**config.mk**
```make
export PLATFORM = sky130hd
export DESIGN_NAME = lfsr_cipher_engine_flat
export DESIGN_NICKNAME = d
export VERILOG_FILES = /design/src/rtl/lfsr_cipher_pkg.sv /design/src/rtl/lfsr_cipher_engine_if.sv /design/src/rtl/lfsr_step.sv /design/src/rtl/lfsr_cipher_engine.sv /design/src/flat_wrapper.sv
export SDC_FILE = /design/constraint.sdc
export NUM_CORES = 1
export LEC_CHECK = 0
export ABC_AREA = 1
export CORE_ASPECT_RATIO = 0.75
export CORE_UTILIZATION = 57
export DETAILED_ROUTE_END_ITERATION = 16
export HOLD_SLACK_MARGIN = 0.06
export PLACE_DENSITY_LB_ADDON = 0.1
export SYNTH_ARGS = -nofsm -noshare
export SYNTH_HDL_FRONTEND = slang
export SYNTH_HIERARCHICAL = 1
export SYNTH_SLANG_ARGS = --single-unit
```
**constraint.sdc**
```tcl
create_clock -name Clk -period 2.8 [get_ports Clk]
set_input_delay 0.56 -clock Clk [delete_from_list [all_inputs] [get_ports Clk]]
set_output_delay 0.56 -clock Clk [all_outputs]
set_load 0.02 [all_outputs]
```
**src/rtl/lfsr_cipher_pkg.sv**
```systemverilog
`default_nettype none
// ============================================================================
// Package     : lfsr_cipher_pkg
// Description : Shared types and constants for the LFSR cipher engine:
//               frame state encoding, space character, default tap table,
//               preamble clamp defaults and the clamp helper.
// Revision    : 1.0 - initial release
// ============================================================================
package lfsr_cipher_pkg;

    typedef enum logic [2:0] {
        ST_IDLE = 3'd0,
        ST_PRE  = 3'd1,
        ST_MSG  = 3'd2,
        ST_POST = 3'd3,
        ST_DONE = 3'd4
    } state_t;

    localparam logic [7:0] c_SPACE           = 8'h20;
    localparam int         c_PRE_MIN_DEFAULT = 10;
    localparam int         c_PRE_MAX_DEFAULT = 26;
    localparam logic [7:0] c_PTRN_EXT_SEL    = 8'd8;

    // Entries 0..7 are reached by PtrnSel[2:0]; entry 8 only by PtrnSel == 8.
    localparam logic [7:0] c_TAP_TABLE [0:8] = '{
        8'h60, 8'h48, 8'h78, 8'h72, 8'h6A, 8'h69, 8'h5C, 8'h7E, 8'h7B
    };

    function automatic logic [7:0] clamp_len(input logic [7:0] len,
                                             input logic [7:0] lo,
                                             input logic [7:0] hi);
        if (len < lo) return lo;
        if (len > hi) return hi;
        return len;
    endfunction

endpackage
`default_nettype wire

```
**src/rtl/lfsr_cipher_engine_if.sv**
```systemverilog
`default_nettype none
// ============================================================================
// Interface   : lfsr_cipher_engine_if
// Description : Frame configuration, input character stream, output
//               character stream and status of the LFSR cipher engine.
//               master = frame source/sink, slave = engine.
// Revision    : 1.0 - initial release
// ============================================================================
interface lfsr_cipher_engine_if #(
    parameter int LFSR_W = 7
);
    logic              Start;
    logic              Mode;
    logic [7:0]        PreLen;
    logic [7:0]        PtrnSel;
    logic [LFSR_W-1:0] LfsrInit;
    logic [7:0]        InData;
    logic              InValid;
    logic              InLast;
    logic              InReady;
    logic [7:0]        OutData;
    logic              OutValid;
    logic              OutReady;
    logic              Ack;
    logic [7:0]        ParityErrs;

    modport master (
        output Start, Mode, PreLen, PtrnSel, LfsrInit,
        output InData, InValid, InLast, OutReady,
        input  InReady, OutData, OutValid, Ack, ParityErrs
    );

    modport slave (
        input  Start, Mode, PreLen, PtrnSel, LfsrInit,
        input  InData, InValid, InLast, OutReady,
        output InReady, OutData, OutValid, Ack, ParityErrs
    );
endinterface
`default_nettype wire

```
**src/rtl/lfsr_step.sv**
```systemverilog
`default_nettype none
// ============================================================================
// Module      : lfsr_step
// Description : Combinational next state of a Fibonacci-style shift-left LFSR
//               whose feedback bit is the parity of the tapped state bits.
// Revision    : 1.0 - initial release
// ============================================================================
module lfsr_step #(
    parameter int LFSR_W = 7
) (
    input  wire logic [LFSR_W-1:0] i_state,
    input  wire logic [LFSR_W-1:0] i_taps,
    output logic      [LFSR_W-1:0] o_next
);

    // Shift left, feedback enters at bit 0.
    assign o_next = {i_state[LFSR_W-2:0], ^(i_state & i_taps)};

endmodule
`default_nettype wire

```
**src/rtl/lfsr_cipher_engine.sv**
```systemverilog
`default_nettype none
// ============================================================================
// Module      : lfsr_cipher_engine
// Description : Frame-based stream cipher. Encrypt: preamble of spaces,
//               message, space padding up to FRAME_LEN characters, each XORed
//               with an LFSR keystream and given an even-parity bit 7.
//               Decrypt: FRAME_LEN characters XORed with the same keystream,
//               with a saturating parity-error count.
//               Build option: define LFSR_CIPHER_DECRYPT_EN to enable decrypt
//               mode and the parity checker.
// Revision    : 1.0 - initial release
// ============================================================================
module lfsr_cipher_engine
    import lfsr_cipher_pkg::*;
#(
    parameter int LFSR_W    = 7,
    parameter int FRAME_LEN = 64,
    parameter int PRE_MIN   = c_PRE_MIN_DEFAULT,
    parameter int PRE_MAX   = c_PRE_MAX_DEFAULT
) (
    input  wire logic           Clk,
    input  wire logic           Reset,
    lfsr_cipher_engine_if.slave bus
);

    localparam int                 c_CNT_W      = $clog2(FRAME_LEN + 1);
    localparam logic [c_CNT_W-1:0] c_FRAME_LAST = c_CNT_W'(FRAME_LEN - 1);
    localparam logic [c_CNT_W-1:0] c_FRAME_END  = c_CNT_W'(FRAME_LEN);

    state_t             r_state;
    logic [LFSR_W-1:0]  r_lfsr;
    logic [LFSR_W-1:0]  r_taps;
    logic [c_CNT_W-1:0] r_pre_len;
    logic [c_CNT_W-1:0] r_load_cnt;
    logic [c_CNT_W-1:0] r_hs_cnt;
    logic [7:0]         r_out_data;
    logic               r_out_valid;
    logic               r_ack;

    logic [LFSR_W-1:0]  w_lfsr_next;
    logic [LFSR_W-1:0]  w_key;
    logic [3:0]         w_ptrn_idx;
    logic               w_start;
    logic               w_start_decrypt;
    logic               w_decrypt;
    logic               w_out_hs;
    logic               w_can_load;
    logic               w_room;
    logic               w_in_ready;
    logic               w_in_hs;
    logic               w_load_space;
    logic               w_load;
    logic [6:0]         w_src;
    logic [6:0]         w_cipher;
    logic [7:0]         w_out_next;

    lfsr_step #(
        .LFSR_W (LFSR_W)
    ) u_lfsr_step (
        .i_state (r_lfsr),
        .i_taps  (r_taps),
        .o_next  (w_lfsr_next)
    );

    assign w_start    = (r_state == ST_IDLE) && bus.Start;
    assign w_ptrn_idx = (bus.PtrnSel == c_PTRN_EXT_SEL) ? 4'd8 : {1'b0, bus.PtrnSel[2:0]};

    // The output register may take a new character when empty or when its
    // current character is being accepted this cycle.
    assign w_out_hs     = r_out_valid && bus.OutReady;
    assign w_can_load   = !r_out_valid || bus.OutReady;
    assign w_room       = (r_load_cnt != c_FRAME_END);
    assign w_in_ready   = !Reset && (r_state == ST_MSG) && w_can_load && w_room;
    assign w_in_hs      = w_in_ready && bus.InValid;
    assign w_load_space = w_can_load && w_room && ((r_state == ST_PRE) || (r_state == ST_POST));
    assign w_load       = w_in_hs || w_load_space;

    // The LFSR counts output handshakes; a character loaded while its
    // predecessor drains must use the state after that handshake.
    assign w_key      = w_out_hs ? w_lfsr_next : r_lfsr;
    assign w_src      = w_load_space ? c_SPACE[6:0] : bus.InData[6:0];
    assign w_cipher   = w_src ^ w_key[6:0];
    assign w_out_next = w_decrypt ? {1'b0, w_cipher} : {^w_cipher, w_cipher};

    // Frame sequencing, keystream, output register and completion pulse.
    always_ff @(posedge Clk) begin
        if (Reset) begin
            r_state     <= ST_IDLE;
            r_lfsr      <= LFSR_W'(1);
            r_taps      <= '0;
            r_pre_len   <= '0;
            r_load_cnt  <= '0;
            r_hs_cnt    <= '0;
            r_out_data  <= '0;
            r_out_valid <= 1'b0;
            r_ack       <= 1'b0;
        end else begin
            r_ack <= 1'b0;
            if (w_out_hs) begin
                r_lfsr   <= w_lfsr_next;
                r_hs_cnt <= r_hs_cnt + c_CNT_W'(1);
            end
            if (w_load) begin
                r_out_data  <= w_out_next;
                r_out_valid <= 1'b1;
                r_load_cnt  <= r_load_cnt + c_CNT_W'(1);
            end else if (w_out_hs) begin
                r_out_valid <= 1'b0;
            end

            case (r_state)
                ST_IDLE: begin
                    if (bus.Start) begin
                        r_lfsr     <= (bus.LfsrInit == '0) ? LFSR_W'(1) : bus.LfsrInit;
                        r_taps     <= LFSR_W'(c_TAP_TABLE[w_ptrn_idx]);
                        r_pre_len  <= c_CNT_W'(clamp_len(bus.PreLen, 8'(PRE_MIN), 8'(PRE_MAX)));
                        r_load_cnt <= '0;
                        r_hs_cnt   <= '0;
                        r_state    <= w_start_decrypt ? ST_MSG : ST_PRE;
                    end
                end
                ST_PRE: begin
                    if (w_load_space && (r_load_cnt == r_pre_len - c_CNT_W'(1)))
                        r_state <= ST_MSG;
                end
                ST_MSG: begin
                    // Leaves on InLast (encrypt) or when the frame is full.
                    if (w_in_hs && ((!w_decrypt && bus.InLast) || (r_load_cnt == c_FRAME_LAST)))
                        r_state <= ST_POST;
                end
                ST_POST: begin
                    if (w_out_hs && (r_hs_cnt == c_FRAME_LAST)) begin
                        r_state <= ST_DONE;
                        r_ack   <= 1'b1;
                    end
                end
                ST_DONE: begin
                    r_state <= ST_IDLE;
                end
                default: begin
                    r_state <= ST_IDLE;
                end
            endcase
        end
    end

`ifdef LFSR_CIPHER_DECRYPT_EN
    logic       r_mode;
    logic [7:0] r_parity_errs;

    assign w_start_decrypt = bus.Mode;
    assign w_decrypt       = r_mode;

    // Frame direction, captured when a frame is launched.
    always_ff @(posedge Clk) begin
        if (Reset)
            r_mode <= 1'b0;
        else if (w_start)
            r_mode <= bus.Mode;
    end

    // Saturating count of received characters whose bit 7 breaks even parity.
    always_ff @(posedge Clk) begin
        if (Reset)
            r_parity_errs <= '0;
        else if (w_start)
            r_parity_errs <= '0;
        else if (w_in_hs && r_mode && (bus.InData[7] != ^bus.InData[6:0])
                 && (r_parity_errs != 8'hFF))
            r_parity_errs <= r_parity_errs + 8'd1;
    end

    assign bus.ParityErrs = r_parity_errs;
`else
    logic w_unused_cfg;

    assign w_start_decrypt = 1'b0;
    assign w_decrypt       = 1'b0;
    assign w_unused_cfg    = ^{bus.Mode, bus.InData[7]};
    assign bus.ParityErrs  = 8'd0;
`endif

    assign bus.InReady  = w_in_ready;
    assign bus.OutData  = r_out_data;
    assign bus.OutValid = r_out_valid;
    assign bus.Ack      = r_ack;

endmodule
`default_nettype wire

```
**src/flat_wrapper.sv**
```systemverilog
// flat-port wrapper written by rule: the top's interface ports become plain ports
module lfsr_cipher_engine_flat import lfsr_cipher_pkg::*;
#(
    parameter int LFSR_W    = 7,
    parameter int FRAME_LEN = 64,
    parameter int PRE_MIN   = c_PRE_MIN_DEFAULT,
    parameter int PRE_MAX   = c_PRE_MAX_DEFAULT
)
  (Clk, Reset, bus_Start, bus_Mode, bus_PreLen, bus_PtrnSel, bus_LfsrInit, bus_InData, bus_InValid, bus_InLast, bus_OutReady, bus_InReady, bus_OutData, bus_OutValid, bus_Ack, bus_ParityErrs);
  lfsr_cipher_engine_if #(.LFSR_W(LFSR_W)) bus_i ();
  input  wire logic Clk;
  input  wire logic Reset;
  input wire logic [$bits(bus_i.Start)-1:0] bus_Start;
  input wire logic [$bits(bus_i.Mode)-1:0] bus_Mode;
  input wire logic [$bits(bus_i.PreLen)-1:0] bus_PreLen;
  input wire logic [$bits(bus_i.PtrnSel)-1:0] bus_PtrnSel;
  input wire logic [$bits(bus_i.LfsrInit)-1:0] bus_LfsrInit;
  input wire logic [$bits(bus_i.InData)-1:0] bus_InData;
  input wire logic [$bits(bus_i.InValid)-1:0] bus_InValid;
  input wire logic [$bits(bus_i.InLast)-1:0] bus_InLast;
  input wire logic [$bits(bus_i.OutReady)-1:0] bus_OutReady;
  output wire logic [$bits(bus_i.InReady)-1:0] bus_InReady;
  output wire logic [$bits(bus_i.OutData)-1:0] bus_OutData;
  output wire logic [$bits(bus_i.OutValid)-1:0] bus_OutValid;
  output wire logic [$bits(bus_i.Ack)-1:0] bus_Ack;
  output wire logic [$bits(bus_i.ParityErrs)-1:0] bus_ParityErrs;
  assign bus_i.Start = bus_Start;
  assign bus_i.Mode = bus_Mode;
  assign bus_i.PreLen = bus_PreLen;
  assign bus_i.PtrnSel = bus_PtrnSel;
  assign bus_i.LfsrInit = bus_LfsrInit;
  assign bus_i.InData = bus_InData;
  assign bus_i.InValid = bus_InValid;
  assign bus_i.InLast = bus_InLast;
  assign bus_i.OutReady = bus_OutReady;
  assign bus_InReady = bus_i.InReady;
  assign bus_OutData = bus_i.OutData;
  assign bus_OutValid = bus_i.OutValid;
  assign bus_Ack = bus_i.Ack;
  assign bus_ParityErrs = bus_i.ParityErrs;
  lfsr_cipher_engine #(.LFSR_W(LFSR_W), .FRAME_LEN(FRAME_LEN), .PRE_MIN(PRE_MIN), .PRE_MAX(PRE_MAX)) u_core (.Clk(Clk), .Reset(Reset), .bus(bus_i));
endmodule
```
==> results summary <==
The worst-case hold slack is about 450 ps. The starting utilization of the core area came out at between 60% and 70%. For this run the aggregate overflow at the end of global routing stands at 0. In the synthesized netlist the async set-or-reset flop fraction comes to 0%.

The area growth from synthesis to final layout came out at 17.69%. The clock latency on the worst-skew pair came out at approximately 310 ps. For this design the ratio of total power to cell area is 751.1 nW/µm². The number of gates resized after cts came out at 0.

The actual transition at the worst max-transition pin came out at 520.5 ps. The number of different library cells used by synthesis comes to 44. Among all flip-flop cells after synthesis, the most frequent one is dfxtp_1. The number of buffers added by the clock tree synthesis step is 5. The part of the cycle the worst path needs came out at 95.50%. TritonCTS built the clock tree.

The total wirelength of the detailed-routed design came out at roughly 6.7 mm. The H-tree was split into 2 levels. The static leakage power came out at 1.699 nW. The path class of the tightest hold or removal check is flip-flop to flip-flop. The worst clock skew came out at approximately 6.6 ps.

For the final routed database, the setup TNS stands at 0 ps. The pin count of the biggest net entering global routing is 21. The overall die width came out at 86.54 µm. The final standard cell area without fillers came out at 3596 µm². During I/O placement, the number of pins put on the boundary was 57. The count of port buffers added during placement is 46. The floorplan has 22 rows. At the end of the flow the core is filled with cells to 71.78%. The number of buffers between clock root and the deepest sink came out at 2. The total via count after detailed routing is 2882.

STA classifies the critical path startpoint as an input port. The finished layout holds 568 standard cells, fillers aside. The post-placement cell area is between 3000 and 4000 µm². Summed over all nets, the half-perimeter wirelength after detailed placement is 5.153 mm. The synthesized design contains 0 enable-type register cells. The count of mapped cells out of synthesis is 454.

The via count of the first global-routing pass is 2631. The layout cell share with drive strength beyond 1 came out at 11.09%. The vias per cell came out at between 5 and 6.

The global-route wire length before repair came out at 11.08 mm. The root buffer cell chosen for the clock tree is clkbuf_8. The number of failing hold endpoints at the final stage is 0. The count of clock tree sinks came out at 48.

Of all cell types, the one taking the most synthesized area is dfxtp_1. The number of setup buffers added after CTS is 0. Setup violations remaining at the end of the flow were counted as 0. Measured against its own limit, the worst slew margin works out to about 65%. The post-layout worst setup margin is 126.0 ps.

After synthesis, the cell types taking the most area are dfxtp_1, nand2_1, inv_1, o21ai_0, nand3_1. The critical path in this run is classified as input port to output pin. The cell area after synthesis came out at around 3100 µm². Setup repair after global routing left no endpoint under its margin. The detailed-route wire length per cell is roughly 12 µm. The antenna violation net count after detailed routing came out at 0. The worst hold path begins at u_core/r_pre_len[6]. The region available for standard cell placement spans roughly 5000 µm². The type of element capturing the critical path is an output pin. The arrival time at the worst endpoint came out at around 2100 ps. Before CTS, the worst setup slack after placement is approximately 110 ps.

The length of the first detailed-routing pass in iterations is 5. The average footprint of a synthesized cell came out at 6.730 µm². Along the worst path, the maximum fanout reaches 3. Yosys printed 6 warnings. The count of placed standard cells including taps came out at 560.

The hold-fix buffer count after cts is 0. After synthesis, the largest area contributor takes up between 30% and 40% of total cell area. The source of the worst register-to-register timing path is u_core/r_load_cnt[0]. The number of antenna diodes in the final layout is 0. The data required time at the worst endpoint came out at 2240 ps. The initial antenna violation count came out at 0. The max-cap violation count came out at 0.

The synthesized design contains 48 register bits. The die boundary height is ~65 µm. The first routing iteration left between 150 and 200 violations. The detailed-route DRC error count came out at 0. The floorplan step defined a die boundary enclosing 5660 µm². The placer congestion estimate came out at 0.8863. Global routing used 25.56% of the available tracks across all layers.

Overall power consumption after layout is estimated at 2.701 mW. The minimum clock period came out at 2674 ps. Static timing analysis puts the maximum clock frequency at approximately 0.37 GHz. For this run, the post-layout net count is 541. The flow ran to the end, and the final reports show no timing, DRC or antenna violations. The final count of pins violating max slew came out at 0. IR analysis of the VDD net gives a maximum drop of roughly 0.38 mV. The share of the yosys chip area belonging to registers is about a third. The clock transition at the register clock pins on the worst setup and hold paths after CTS came out at 90 ps. In this run the worst setup path begins at bus_OutReady.
-- registers in the layout (all words and copies together), names as in the netlist --
name                 flops
u_core/r_lfsr            7
u_core/r_pre_len         7
u_core/r_hs_cnt          7
u_core/r_state           3
u_core/r_load_cnt        7
u_core/r_taps            7
u_core/bus.Ack           1
u_core/bus.OutData       8
u_core/bus.OutValid      1
-- cell families (layout without fill, tap and decap cells) --
group / Yosys count / count (layout) / synth area share, %
adder cells (fa/ha/maj): 8 / 8 / 3.276
AND/OR/NAND/NOR: 226 / 226 / 34.52
flip-flops: 48 / 48 / 31.45
XOR/XNOR: 11 / 11 / 3.153
other: 1 / 8 / 0.1227
buffers and inverters: 92 / 127 / 14.33
AO/OA/AOI/OAI: 68 / 68 / 13.15
-- where the power goes --
part | leakage (nW) | total (mW) | switching, mW | internal [mW]
clock | 0.0552 | 0.507 | 0.242 | 0.265
sequential | 0.392 | 0.918 | 0.0976 | 0.821
combinational | 1.25 | 1.28 | 0.793 | 0.483
total | 1.70 | 2.70 | 1.13 | 1.57
-- critical path, stage by stage --
cell and delay, ps:
clkdlybuf4s50_1 540, inv_1 50, nand2_1 120, nand2_1 90, nor3_1 120, clkdlybuf4s50_1 620
-- cells in the mapped netlist (all sizes together), types with 3 or more instances --
library cell	number
nand3	30
o21ai	34
o22ai	4
nor2	34
nor3	10
a21oi	20
nand2	137
ha	8
xor2	10
nor4	3
dfxtp	48
nand4	6
nor3b	3
buf	23
inv	69
-- placed cells by master, fill, tap and decap left out, types with 2 or more instances in the layout --
| master | count |
|---|---|
| a21oi_1 | 20 |
| buf_4 | 4 |
| clkbuf_8 | 5 |
| clkdlybuf4s50_1 | 46 |
| conb_1 | 8 |
| dfxtp_1 | 48 |
| ha_1 | 8 |
| inv_1 | 57 |
| inv_2 | 11 |
| nand2_1 | 126 |
| nand2_2 | 10 |
| nand3_1 | 24 |
| nand3_2 | 5 |
| nand4_1 | 5 |
| nor2_1 | 30 |
| nor2_4 | 3 |
| nor3_1 | 9 |
| nor3b_1 | 2 |
| nor4_1 | 3 |
| o21ai_0 | 26 |
| o21ai_1 | 4 |
| o21ai_2 | 4 |
| o221ai_1 | 2 |
| o22ai_1 | 4 |
| xor2_1 | 10 |
-- routing by layer --
layer	GRT usage, %	part of all wire, %	vias up
met5	0	0	-
met4	8.333	0.81	0
met3	6.281	4.4	6
met2	43.55	48	67
met1	31.82	47	1306
li1	-	-	1503
-- area by class of cell --
class / count / area [µm²]
clock buffers: 6 / 72.57
multi-input cells: 321 / 1683
repair buffers: 50 / 490.5
well taps: 72 / 90.09
inverters: 69 / 264.0
flip-flops and latches: 48 / 960.9
fillers: 441 / 1414
clock inverters: 2 / 35.03
-- path summary, 6_finish.rpt --
| check | depth (start not counted) | endpoint | slack, ps |
|---|---|---|---|
| worst min-delay path | 2 | u_core/r_pre_len[6] | 450 |
| worst max-delay path | 6 | bus_InReady | 130 |
| worst max register to register | 15 | u_core/bus.OutData[7] | 620 |
| worst min register to register | 2 | u_core/r_pre_len[6] | 450 |
(Power assumes the default switching activity.)
